--- src/rtl/seq_adder_if.sv ---
// Operand/result valid-ready bundle for seq_adder; the adder sits on the slave side.
interface seq_adder_if #(
   parameter int WIDTH = 8
);
   logic             in_valid;
   logic             in_ready;
   logic [WIDTH-1:0] a;
   logic [WIDTH-1:0] b;
   logic             cin;
   logic             sub;
   logic             out_valid;
   logic             out_ready;
   logic [WIDTH-1:0] sum;
   logic             cout;
   logic             ovf;

   modport master (
      output in_valid, a, b, cin, sub, out_ready,
      input  in_ready, out_valid, sum, cout, ovf
   );

   modport slave (
      input  in_valid, a, b, cin, sub, out_ready,
      output in_ready, out_valid, sum, cout, ovf
   );
endinterface

--- src/rtl/seq_adder.sv ---
// Multi-cycle adder/subtractor: one CHUNK-bit slice plus a registered carry,
// WIDTH/CHUNK clocks per operation, valid/ready on both sides.
module seq_adder #(
   parameter int WIDTH = 8,
   parameter int CHUNK = 1
) (
   input  logic        clk,
   input  logic        rst,
   seq_adder_if.slave  bus
);
   localparam int CHUNK_SAFE = (CHUNK < 1) ? 1 : CHUNK;
   localparam int N          = WIDTH / CHUNK_SAFE;
   localparam int CNT_W      = (N > 1) ? $clog2(N) : 1;

   if (WIDTH < 2 || CHUNK < 1 || CHUNK > WIDTH || (WIDTH % CHUNK_SAFE) != 0) begin : g_param_check
      $error("seq_adder: illegal WIDTH/CHUNK combination");
   end

   typedef enum logic [1:0] {IDLE, RUN, DONE} state_e;

   state_e             state_q,     state_d;
   logic [CNT_W-1:0]   cnt_q,       cnt_d;
   logic               carry_q,     carry_d;
   logic [WIDTH-1:0]   a_q,         a_d;
   logic [WIDTH-1:0]   b_q,         b_d;
   logic [WIDTH-1:0]   acc_q,       acc_d;
   logic [WIDTH-1:0]   sum_q,       sum_d;
   logic               cout_q,      cout_d;
   logic               ovf_q,       ovf_d;
   logic               in_ready_q,  in_ready_d;
   logic               out_valid_q, out_valid_d;

   logic [CHUNK-1:0]   a_chunk;
   logic [CHUNK-1:0]   b_chunk;
   logic [CHUNK:0]     slice;
   logic               msb_carry_in;
   logic [WIDTH-1:0]   acc_next;

   // Operands shift right one chunk per clock, so the active chunk is always the low one.
   assign a_chunk      = a_q[CHUNK-1:0];
   assign b_chunk      = b_q[CHUNK-1:0];
   assign slice        = {1'b0, a_chunk} + {1'b0, b_chunk} + {{CHUNK{1'b0}}, carry_q};
   assign msb_carry_in = a_chunk[CHUNK-1] ^ b_chunk[CHUNK-1] ^ slice[CHUNK-1];
   assign acc_next     = (acc_q >> CHUNK) | (WIDTH'(slice[CHUNK-1:0]) << (WIDTH - CHUNK));

   always_comb begin
      // NOTE: every _d starts as its _q so no path through the case leaves a variable
      // unassigned, which would otherwise infer a latch.
      state_d     = state_q;
      cnt_d       = cnt_q;
      carry_d     = carry_q;
      a_d         = a_q;
      b_d         = b_q;
      acc_d       = acc_q;
      sum_d       = sum_q;
      cout_d      = cout_q;
      ovf_d       = ovf_q;
      in_ready_d  = in_ready_q;
      out_valid_d = out_valid_q;

      case (state_q)
         IDLE: begin
            if (bus.in_valid) begin
               a_d        = bus.a;
               b_d        = bus.b ^ {WIDTH{bus.sub}};
               carry_d    = bus.sub | bus.cin;
               cnt_d      = '0;
               state_d    = RUN;
               in_ready_d = 1'b0;
            end
         end
         RUN: begin
            a_d     = a_q >> CHUNK;
            b_d     = b_q >> CHUNK;
            acc_d   = acc_next;
            carry_d = slice[CHUNK];
            cnt_d   = cnt_q + CNT_W'(1);
            if (cnt_q == CNT_W'(N - 1)) begin
               sum_d       = acc_next;
               cout_d      = slice[CHUNK];
               ovf_d       = slice[CHUNK] ^ msb_carry_in;
               state_d     = DONE;
               out_valid_d = 1'b1;
            end
         end
         DONE: begin
            // Return to IDLE only; new operands are never taken on the handshake edge.
            if (bus.out_ready) begin
               state_d     = IDLE;
               out_valid_d = 1'b0;
               in_ready_d  = 1'b1;
            end
         end
         default: begin
            state_d     = IDLE;
            out_valid_d = 1'b0;
            in_ready_d  = 1'b1;
         end
      endcase
   end

   always_ff @(posedge clk or posedge rst) begin
      if (rst) begin
         state_q     <= IDLE;
         cnt_q       <= '0;
         carry_q     <= 1'b0;
         a_q         <= '0;
         b_q         <= '0;
         acc_q       <= '0;
         sum_q       <= '0;
         cout_q      <= 1'b0;
         ovf_q       <= 1'b0;
         in_ready_q  <= 1'b1;
         out_valid_q <= 1'b0;
      end else begin
         // NOTE: non-blocking assignments so every flop samples its pre-edge _d value.
         state_q     <= state_d;
         cnt_q       <= cnt_d;
         carry_q     <= carry_d;
         a_q         <= a_d;
         b_q         <= b_d;
         acc_q       <= acc_d;
         sum_q       <= sum_d;
         cout_q      <= cout_d;
         ovf_q       <= ovf_d;
         in_ready_q  <= in_ready_d;
         out_valid_q <= out_valid_d;
      end
   end

   assign bus.in_ready  = in_ready_q;
   assign bus.out_valid = out_valid_q;
   assign bus.sum       = sum_q;
   assign bus.cout      = cout_q;
   assign bus.ovf       = ovf_q;
endmodule

--- src/flat_wrapper.sv ---
// flat-port wrapper written by rule: the top's interface ports become plain ports
module seq_adder_flat 
#(
   parameter int WIDTH = 8,
   parameter int CHUNK = 1
)
  (clk, rst, bus_in_valid, bus_a, bus_b, bus_cin, bus_sub, bus_out_ready, bus_in_ready, bus_out_valid, bus_sum, bus_cout, bus_ovf);
  seq_adder_if #(.WIDTH(WIDTH)) bus_i ();
  input  logic clk;
  input  logic rst;
  input wire logic [$bits(bus_i.in_valid)-1:0] bus_in_valid;
  input wire logic [$bits(bus_i.a)-1:0] bus_a;
  input wire logic [$bits(bus_i.b)-1:0] bus_b;
  input wire logic [$bits(bus_i.cin)-1:0] bus_cin;
  input wire logic [$bits(bus_i.sub)-1:0] bus_sub;
  input wire logic [$bits(bus_i.out_ready)-1:0] bus_out_ready;
  output wire logic [$bits(bus_i.in_ready)-1:0] bus_in_ready;
  output wire logic [$bits(bus_i.out_valid)-1:0] bus_out_valid;
  output wire logic [$bits(bus_i.sum)-1:0] bus_sum;
  output wire logic [$bits(bus_i.cout)-1:0] bus_cout;
  output wire logic [$bits(bus_i.ovf)-1:0] bus_ovf;
  assign bus_i.in_valid = bus_in_valid;
  assign bus_i.a = bus_a;
  assign bus_i.b = bus_b;
  assign bus_i.cin = bus_cin;
  assign bus_i.sub = bus_sub;
  assign bus_i.out_ready = bus_out_ready;
  assign bus_in_ready = bus_i.in_ready;
  assign bus_out_valid = bus_i.out_valid;
  assign bus_sum = bus_i.sum;
  assign bus_cout = bus_i.cout;
  assign bus_ovf = bus_i.ovf;
  seq_adder #(.WIDTH(WIDTH), .CHUNK(CHUNK)) u_core (.clk(clk), .rst(rst), .bus(bus_i));
endmodule
--- config.mk ---
export PLATFORM = sky130hd
export DESIGN_NAME = seq_adder_flat
export DESIGN_NICKNAME = d
export VERILOG_FILES = /design/src/rtl/seq_adder_if.sv /design/src/rtl/seq_adder.sv /design/src/flat_wrapper.sv
export SDC_FILE = /design/constraint.sdc
export NUM_CORES = 1
export LEC_CHECK = 0
export ABC_AREA = 1
export ABC_CLOCK_PERIOD_IN_PS = 1800
export CORE_MARGIN = 1.5
export CORE_UTILIZATION = 52
export DETAILED_ROUTE_END_ITERATION = 8
export PLACE_DENSITY = 0.79
export SETUP_SLACK_MARGIN = 0.5
export SYNTH_ARGS = -nofsm -noshare
export SYNTH_HDL_FRONTEND = slang
export SYNTH_SLANG_ARGS = --single-unit
--- constraint.sdc ---
create_clock -name clk -period 1.8 [get_ports clk]
set_input_delay 0.54 -clock clk [delete_from_list [all_inputs] [get_ports clk]]
set_output_delay 0.54 -clock clk [all_outputs]
set_load 0.02 [all_outputs]
== After elaboration in Yosys (flattened, before gate mapping) ==
Cells that the tools add are included.

* Add/sub/neg operators: 3
* Equal/unequal tests: 6
* Multiplexer cells: 18
* Bitwise logic cells: 8
* Reduce and logical (&&, ||, !) cells: 7

{| class="wikitable"
|+ Operators by type and width
! kind !! count
|-
| case mux 8 bit (2 select lines) || 2
|-
| two-way mux 8 bit || 2
|-
| AND reduction 3 bit || 3
|-
| OR 7 x 8 -> 8 bit || 1
|-
| bitwise XOR 8 bit || 1
|-
| two-way mux 2 bit || 3
|-
| case mux 1 bit (3 select lines) || 2
|-
| case mux 2 bit (3 select lines) || 1
|-
| case mux 3 bit (2 select lines) || 1
|-
| two-way mux 1 bit || 5
|-
| inequality test 2 bit (second input constant) || 2
|-
| AND reduction 2 bit || 2
|-
| adder 3 x 1 -> 3 bit (second input constant) || 1
|-
| equality test 3 bit (second input constant) || 1
|-
| two-way mux 3 bit || 1
|-
| bitwise XOR 1 bit || 3
|-
| adder 1 x 1 -> 2 bit || 1
|-
| adder 2 x 1 -> 2 bit || 1
|-
| equality test 2 x 1 -> 1 bit (second input constant) || 1
|-
| equality test 2 bit (second input constant) || 1
|-
| zero test 2 bit || 1
|-
| inequality test 2 x 1 -> 1 bit (second input constant) || 1
|-
| NOT 1 bit || 2
|-
| case mux 1 bit (2 select lines) || 1
|-
| 2 further kinds || 2
|}

* Register bits after elaboration: 42
* Input bits: 22
* Output and inout bits: 12
* Logic and storage cells: 53

== Logic depth before layout (Yosys ltp) ==
Gate-level depths: netlist of the first run.

* Depth in word-level cells: 4
* Depth in mapped cells: 8
* Depth with buffers taken out: 7

== Worst setup path before layout of the first run ==
OpenSTA, ideal clock, no wires.

* Kind: reg2reg
* Start: register u_core.b_q[0]
* End: register u_core.ovf_q, in the netlist u_core.bus.ovf
* Library setup time: 0.117 ns
* Data arrival time: 1.266 ns
* Required time: 1.683 ns
* Slack: 0.417 ns
* Cell stages (with the launch flop): 8
* Path buffers: 0
* Clock period less this slack: 1.383 ns
* Cell sequence: dfrtp_1 -> fa_1 -> inv_1 -> nand2_1 -> nand2_1 -> nand2_1 -> nand3_1 -> nand2_1

* Cells in the longest elaborated chain, start to end: 4
* Elaborated cells between the ends (all ways): 5
* Classes of those cells: add/sub (2); bitwise (3)

{| class="wikitable"
|+ RTL lines
! element !! RTL line !! RTL
|-
| start, declared || seq_adder.sv:25 || <nowiki>logic [WIDTH-1:0] b_q, b_d;</nowiki>
|-
| start signal, assigned || seq_adder.sv:108 || <nowiki>b_q <= '0;</nowiki>
|-
| start signal, assigned || seq_adder.sv:121 || <nowiki>b_q <= b_d;</nowiki>
|-
| adder 1 x 1 -> 2 bit || seq_adder.sv:42 || <nowiki>assign slice = {1'b0, a_chunk} + {1'b0, b_chunk} + {{CHUNK{1'b0}}, carry_q};</nowiki>
|-
| adder 2 x 1 -> 2 bit || seq_adder.sv:42 ||
|-
| bitwise XOR 1 bit || seq_adder.sv:43 || <nowiki>assign msb_carry_in = a_chunk[CHUNK-1] ^ b_chunk[CHUNK-1] ^ slice[CHUNK-1];</nowiki>
|-
| bitwise XOR 1 bit * || seq_adder.sv:81 || <nowiki>ovf_d = slice[CHUNK] ^ msb_carry_in;</nowiki>
|-
| end signal, assigned || seq_adder.sv:125 || <nowiki>ovf_q <= ovf_d;</nowiki>
|-
| end, declared || seq_adder.sv:29 || <nowiki>logic ovf_q, ovf_d;</nowiki>
|}

Mark *: on every way between the ends. The rest lies on a longest branch, timed or not.
A chain may end at the register's enable or synchronous reset.

== Worst setup path in the final report of the first run ==
* Start: register u_core.in_ready_q, in the netlist u_core.bus.in_ready
* End: output bus_in_ready

{| class="wikitable"
|+ RTL lines
! element !! RTL line !! RTL
|-
| start, declared || seq_adder.sv:30 || <nowiki>logic in_ready_q, in_ready_d;</nowiki>
|-
| start signal, assigned || seq_adder.sv:126 || <nowiki>in_ready_q <= in_ready_d;</nowiki>
|-
| end, declared || flat_wrapper.sv:17 || <nowiki>output wire logic [$bits(bus_i.in_ready)-1:0] bus_in_ready;</nowiki>
|}

No word-level cell between the ends.

==> results of run 1 <==
-- logic make-up after synthesis --
logic type	share of synthesized area [%]
AOI/OAI and AO/OA	7.19
xor gates and xnor gates	0.458
DFF	53.7
buffers and inverters	5.69
adders and majority gates	2.35
and+or+nand+nor	30.7
-- through the flow --
step	power [W]	area, µm²	utilization (%)	worst slack, ps	hold WS [ps]
final	0.00501	2860	83.2	290	476
after detailed placement	0.00326	2360	68.6	5.12	460
after global routing	0.00535	2860	83.2	269	484
after global placement	0.00319	2360	68.6	37.8	458
after CTS	0.00456	2720	79.1	299	479
after floorplan	0.00269	1920	-	453	442
-- worst min-delay path by stage --
stage / slack [ps] / endpoint / startpoint
after CTS: 480 / u_core.a_q[7] / u_core.a_q[7]
after detailed placement: 460 / u_core.a_q[7] / u_core.a_q[7]
final: 480 / u_core.a_q[7] / u_core.a_q[7]
after floorplan: 440 / u_core.a_q[7] / u_core.a_q[7]
after global routing: 480 / u_core.a_q[7] / u_core.a_q[7]
after global placement: 460 / u_core.cnt_q[1] / u_core.cnt_q[1]
-- registers in the layout, indices dropped and copies added (netlist names) --
| name | cells |
|---|---|
| u_core.bus.sum | 8 |
| u_core.acc_q | 7 |
| u_core.b_q | 8 |
| u_core.bus.in_ready | 1 |
| u_core.state_q | 2 |
| u_core.a_q | 8 |
| u_core.cnt_q | 3 |
| u_core.bus.cout | 1 |
| u_core.carry_q | 1 |
| u_core.bus.ovf | 1 |
| u_core.bus.out_valid | 1 |
-- metal layers --
layer  routed length (µm)  part of all wire, %  track usage, %  vias up
met4                  177                  3.4            11.7        0
met2                 2690                   52            41.4       65
met1                 2150                   41            31.8      848
met3                  196                  3.8            6.43       17
met5                    0                    0               0        -
li1                     -                    -               -      885
-- power by group through the flow --
stage / Combinational (W) / Sequential (W) / Clock (W)
after floorplan: 0.00103 / 0.00166 / 0
after global placement: 0.00163 / 0.00156 / 0
after detailed placement: 0.00169 / 0.00158 / 0
after CTS: 0.00207 / 0.00161 / 0.000875
after global routing: 0.00276 / 0.00166 / 0.000933
final: 0.00251 / 0.00163 / 0.000877
-- cell type report --
class | count | area [µm²] | area share (%)
clock buffers | 5 | 68.8 | 2.40
repair buffers | 68 | 674 | 23.6
inverters | 17 | 70.1 | 2.45
clock inverters | 3 | 65.1 | 2.27
multi-input cells | 172 | 895 | 31.2
flip-flops and latches | 41 | 1030 | 36.1
well taps | 46 | 57.6 | 2.01
-- cell usage after synthesis (2+ instances only) --
library cell  number
nand2_1          111
dfrtp_1           40
o21ai_0           25
inv_1             16
nand3_1           11
nor2_1             8
nand3b_1           6
buf_2              5
buf_4              2
ha_1               2
nor2_4             2
-- timing repair --
action	CTS	global route
setup buffers	12	11
resized for setup	106	21
pin swaps	13	8
setup endpoints to repair	47	52
cloned	2	0
==> results.py, run 1 <==
metrics = {
    "sta": {
        "max_clock_freq_mhz": 662,
        "worst_clock_skew_ps": 9.53,
        "timing.slew.headroom_pct": 77.9,
        "setup_total_negative_slack_ps": 0,
        "post_route_minimum_period_ps": 1510,
        "worstMarginPinSlew_ps": 331,
        "grt_setup_unrepaired": "true",
        "report.final.slew_viol_count": 0,
        "hold_violations": 0,
        "timing.final.crit_share_pct": 83.9,
        "final_report_setup_violation_count": 0,
    },
    "synthesis": {
        "avgSynthCellArea_um2": 8.04,
        "synth_area_leaders": "dfrtp_1, nand2_1, o21ai_0",
        "number_of_flops_mapped_to_enable_cells_by_yosys": 0,
        "mappedNetlistArea_um2": 1910,
        "ys.flop_type": "dfrtp_1",
        "yosys.cell_types.count": 21,
        "synth-seq-area-share_pct": 53.7,
        "post_synth_inst_count": 238,
        "synth-warning-count": 0,
        "synthDominantAreaCellType": "dfrtp_1",
        "synth.ff_latch_count": 41,
        "netlist.area_leader.share_pct": 52.3,
        "syn_nets": 263,
        "synthArstFlopShare_pct": 100,
    },
    "power_and_ir_drop": {
        "vdd_drop_max_uv": 1190,
        "seq_power_share_pct": 32.5,
        "power.switching_fraction_pct": 38.3,
        "power_density_nw_per_um2": 1750,
        "p_sw_w": 0.00192,
        "power.share.clock_pct": 17.5,
        "power.combinational.fraction_pct": 50.0,
        "internal_power_w": 0.00309,
        "leakagePower_nw": 1.44,
    },
    "min_path": {
        "worst_hold_path_type": "reg -> reg",
        "min_delay_path_depth": 2,
    },
    "die": {
        "floorplan.initialDensity_pct": 55.6,
        "io-pin-count": 34,
        "chipHeight_um": 63.7,
        "floorplan.rows": 21,
        "design.die.area_um2": 4050,
        "floorplan.die.width_um": 63.7,
        "core_region_area_um2": 3440,
    },
    "cts": {
        "worstSkewPairLatency_ps": 300,
        "clk_pin_slew_ps": 80,
        "cts_hold_buf": 0,
        "clkSinkCount": 41,
        "numCtsBuffers": 5,
        "cts.path.max_buffers": 2,
        "clock_tree_from_tritoncts": "built",
        "htree_num_levels": 2,
        "clock_tree.root_cell": "clkbuf_8",
    },
    "layout": {
        "fillCellCount": 200,
        "mostFrequentLayoutCell": "nand2_1",
        "final_cell_mix": "nand2_1, dfrtp_1, buf_4",
        "design.final.nets": 330,
        "share_of_layout_cells_above_drive_strength_1_pct": 29.7,
        "post_layout_nonfiller_instances": 352,
        "layout-area-overhead-vs-synth_pct": 49.5,
        "antennaDiodeCount": 0,
    },
    "worst_setup_path": {
        "critPathLaunchType": "flip-flop",
        "worst-setup-path-type": "reg -> out",
        "crit-reg2reg-launch": "u_core.b_q[0]",
        "max_stage_delay_ps": 550,
        "worst-path-buf-inv": 1,
        "worst_setup_path_endpoint": "bus_in_ready",
        "crit_required_ps": 1260,
        "worst_path_dominant_cell_family": "flip-flops",
        "crit_slowest_cell": "dfstp_2",
        "crit_start": "u_core.bus.in_ready",
        "timing.rr.end": "u_core.bus.ovf",
        "critical_path.max_fanout": 2,
        "setup.reg_to_reg.worst_slack_ps": 320,
        "critPathArrivalTime_ps": 970,
        "path_depth": 1,
        "critical_path.cell_chain": "buf_6",
        "r2r.worst_path.cells": 6,
        "cp-end-kind": "primary output",
    },
    "placed_design": {
        "place.port_buffers": 33,
        "cell_total_after_placement": 319,
        "globalplace.congestion": 0.753,
        "dp.final_hpwl_mm": 2.67,
    },
    "global_route": {
        "first_pass_grt_wire_length_mm": 7.89,
        "antenna_violations_before_repair": 0,
        "groute.usage.overall_pct": 25.5,
        "grt_start_max_net_pins": 26,
        "grt_pass1_vias": 1662,
        "grt_overflow": 0,
    },
    "routing": {
        "route.detailed.drc": 0,
        "drt-wirelength-per-cell_um": 14.8,
        "final_antenna_net_count": 0,
        "dr.first_iter.drc_count": 116,
        "avgViaCountPerCell": 5.16,
        "detailroute.via_count": 1815,
        "final_wirelength_mm": 5.21,
        "firstDrtPassIters": 4,
    },
    "status": {
        "status": "finished, final reports clean",
    },
    "job": {
        "max_cap_viol_count": 0,
    },
}
Power figures use the tool's default switching activity.
==> run 2, diff against run 1 <==
--- a/config.mk
+++ b/config.mk
@@ -6,11 +6,11 @@
 export NUM_CORES = 1
 export LEC_CHECK = 0
 export ABC_AREA = 1
-export ABC_CLOCK_PERIOD_IN_PS = 1800
+export ABC_CLOCK_PERIOD_IN_PS = 1380
 export CORE_MARGIN = 1.5
-export CORE_UTILIZATION = 52
+export CORE_UTILIZATION = 47
 export DETAILED_ROUTE_END_ITERATION = 8
-export PLACE_DENSITY = 0.79
+export PLACE_DENSITY = 0.75
 export SETUP_SLACK_MARGIN = 0.5
 export SYNTH_ARGS = -nofsm -noshare
 export SYNTH_HDL_FRONTEND = slang
==> constraint.sdc (replaced) <==
create_clock -name clk -period 1.38 [get_ports clk]
set_input_delay 0.414 -clock clk [delete_from_list [all_inputs] [get_ports clk]]
set_output_delay 0.414 -clock clk [all_outputs]
set_load 0.02 [all_outputs]
==> results.py, run 2 (synthesis results as in run 1) <==
metrics = {
    "sta": {
        "timing.final.crit_share_pct": 113,
        "final_report_setup_violation_count": 14,
        "grt_setup_unrepaired": "true",
        "report.final.slew_viol_count": 0,
        "layout_setup_ws_ps": -181,
        "timing.slew.headroom_pct": 79.3,
        "worstMarginPinSlew_ps": 309,
        "post_route_minimum_period_ps": 1560,
        "max_clock_freq_mhz": 641,
        "hold_violations": 0,
        "worst_clock_skew_ps": 11.2,
        "hold-worst-slack_ps": 406,
    },
    "worst_setup_path": {
        "path_depth": 7,
        "crit_start": "u_core.carry_q",
        "crit-reg2reg-launch": "u_core.carry_q",
        "timing.rr.end": "u_core.bus.ovf",
        "critical_path.max_fanout": 4,
        "crit_top_cell": "nand2_1",
        "critPathArrivalTime_ps": 1810,
        "crit_required_ps": 1630,
        "worst_setup_path_endpoint": "u_core.bus.ovf",
        "max_stage_delay_ps": 620,
        "worst_path_dominant_cell_family": "adder cells",
        "critical_path.cell_chain": "fa_2, inv_2, nand2_2, nand2_1, nand2_1, nand3_1, nand2_1",
        "setup.reg_to_reg.worst_slack_ps": -180,
        "worst-path-buf-inv": 1,
        "cp-end-kind": "flip-flop",
        "worst-setup-path-type": "reg -> reg",
        "critPathLaunchType": "flip-flop",
        "crit_slowest_cell": "fa_2",
        "r2r.worst_path.cells": 7,
    },
    "die": {
        "floorplan.die.width_um": 66.8,
        "io-pin-count": 34,
        "floorplan.initialDensity_pct": 48.2,
        "chipHeight_um": 66.8,
        "core_region_area_um2": 3970,
        "design.die.area_um2": 4460,
        "floorplan.rows": 23,
    },
    "layout": {
        "design.final.nets": 351,
        "antennaDiodeCount": 0,
        "final_cell_mix": "nand2_1, dfrtp_1, nand2_2",
        "mostFrequentLayoutCell": "nand2_1",
        "layout-area-overhead-vs-synth_pct": 84.2,
        "fillCellCount": 158,
        "share_of_layout_cells_above_drive_strength_1_pct": 52.3,
    },
    "power_and_ir_drop": {
        "total_power_w": 0.00800,
        "vdd_drop_max_uv": 1580,
        "power_density_nw_per_um2": 2270,
        "leakagePower_nw": 1.76,
    },
    "placed_design": {
        "globalplace.congestion": 0.735,
        "place.port_buffers": 33,
        "dp.final_hpwl_mm": 2.72,
    },
    "routing": {
        "final_antenna_net_count": 0,
        "firstDrtPassIters": 4,
        "dr.first_iter.drc_count": 170,
        "route.detailed.drc": 0,
        "drt-wirelength-per-cell_um": 20.9,
        "avgViaCountPerCell": 5.66,
        "final_wirelength_mm": 7.89,
        "detailroute.via_count": 2132,
    },
    "status": {
        "violations": "negative setup slack",
        "status": "complete, but fails checks",
    },
    "cts": {
        "cts_hold_buf": 0,
        "clk_pin_slew_ps": 90,
        "numCtsBuffers": 5,
        "htree_num_levels": 2,
        "cts.path.max_buffers": 2,
        "worstSkewPairLatency_ps": 320,
        "clock_tree.root_cell": "clkbuf_8",
        "clock_tree_from_tritoncts": "built",
        "clkSinkCount": 41,
    },
    "job": {
        "max_cap_viol_count": 0,
    },
    "global_route": {
        "groute.usage.overall_pct": 29.4,
        "grt_pass1_vias": 1984,
        "grt_overflow": 0,
        "grt_start_max_net_pins": 23,
        "first_pass_grt_wire_length_mm": 9.30,
        "antenna_violations_before_repair": 0,
    },
    "min_path": {
        "worst_hold_path_type": "in -> async",
    },
}
run 2: metrics by stage:
stage	TNS [ps]	instance area, µm²	utilization (%)	cells	setup WS [ps]
3_5_place_dp	-6280	2450	61.7	327	-327
5_1_grt	-2070	3530	88.8	377	-240
3_3_place_gp	-6170	2450	61.7	327	-300
4_1_cts	-48.9	3180	80.1	364	-30.8
6_report	-1310	3530	88.8	377	-181
2_1_floorplan	0	2010	-	238	34.0
run 2: final cells by class:
type                       count  area (µm²)  share of cell area (%)
clock inverter                 2        10.0                   0.284
sequential                    41        1030                    29.2
clock buffer                   6        72.6                    2.06
inverter                      17        87.6                    2.48
timing repair inverter         1        7.51                   0.213
multi-input combinational    176        1260                    35.7
tap                           50        62.6                    1.77
timing repair buffer          84         998                    28.3
run 2: report_power, final:
part | internal (W) | total (W) | switching, W
registers | 0.00173 | 0.00226 | 0.000534
logic | 0.00233 | 0.00491 | 0.00258
clock network | 0.000352 | 0.000827 | 0.000475
total | 0.00441 | 0.00800 | 0.00359
run 2: repair_timing:
| item | in CTS | in global routing |
|---|---|---|
| gates cloned | 12 | 0 |
| pin swaps | 23 | 25 |
| setup buffers | 17 | 13 |
| gates resized for setup | 161 | 53 |
| endpoints found under the setup margin | 53 | 53 |
run 2: worst min path at each step:
stage	from	end	slack, ps	cells past startpoint
2_1_floorplan	rst	u_core.a_q[0]	400	1
3_3_place_gp	u_core.bus.sum[0]	u_core.bus.sum[0]	450	2
3_5_place_dp	u_core.b_q[6]	u_core.b_q[6]	460	2
4_1_cts	rst	u_core.bus.out_valid	410	2
5_1_grt	rst	u_core.bus.out_valid	430	2
6_report	rst	u_core.bus.out_valid	410	2
run 2: metal layers:
layer  wire, µm  track usage [%]
met5          0                0
met4        391             20.2
met3        480             7.43
met2       4170             50.4
met1       2840             31.5
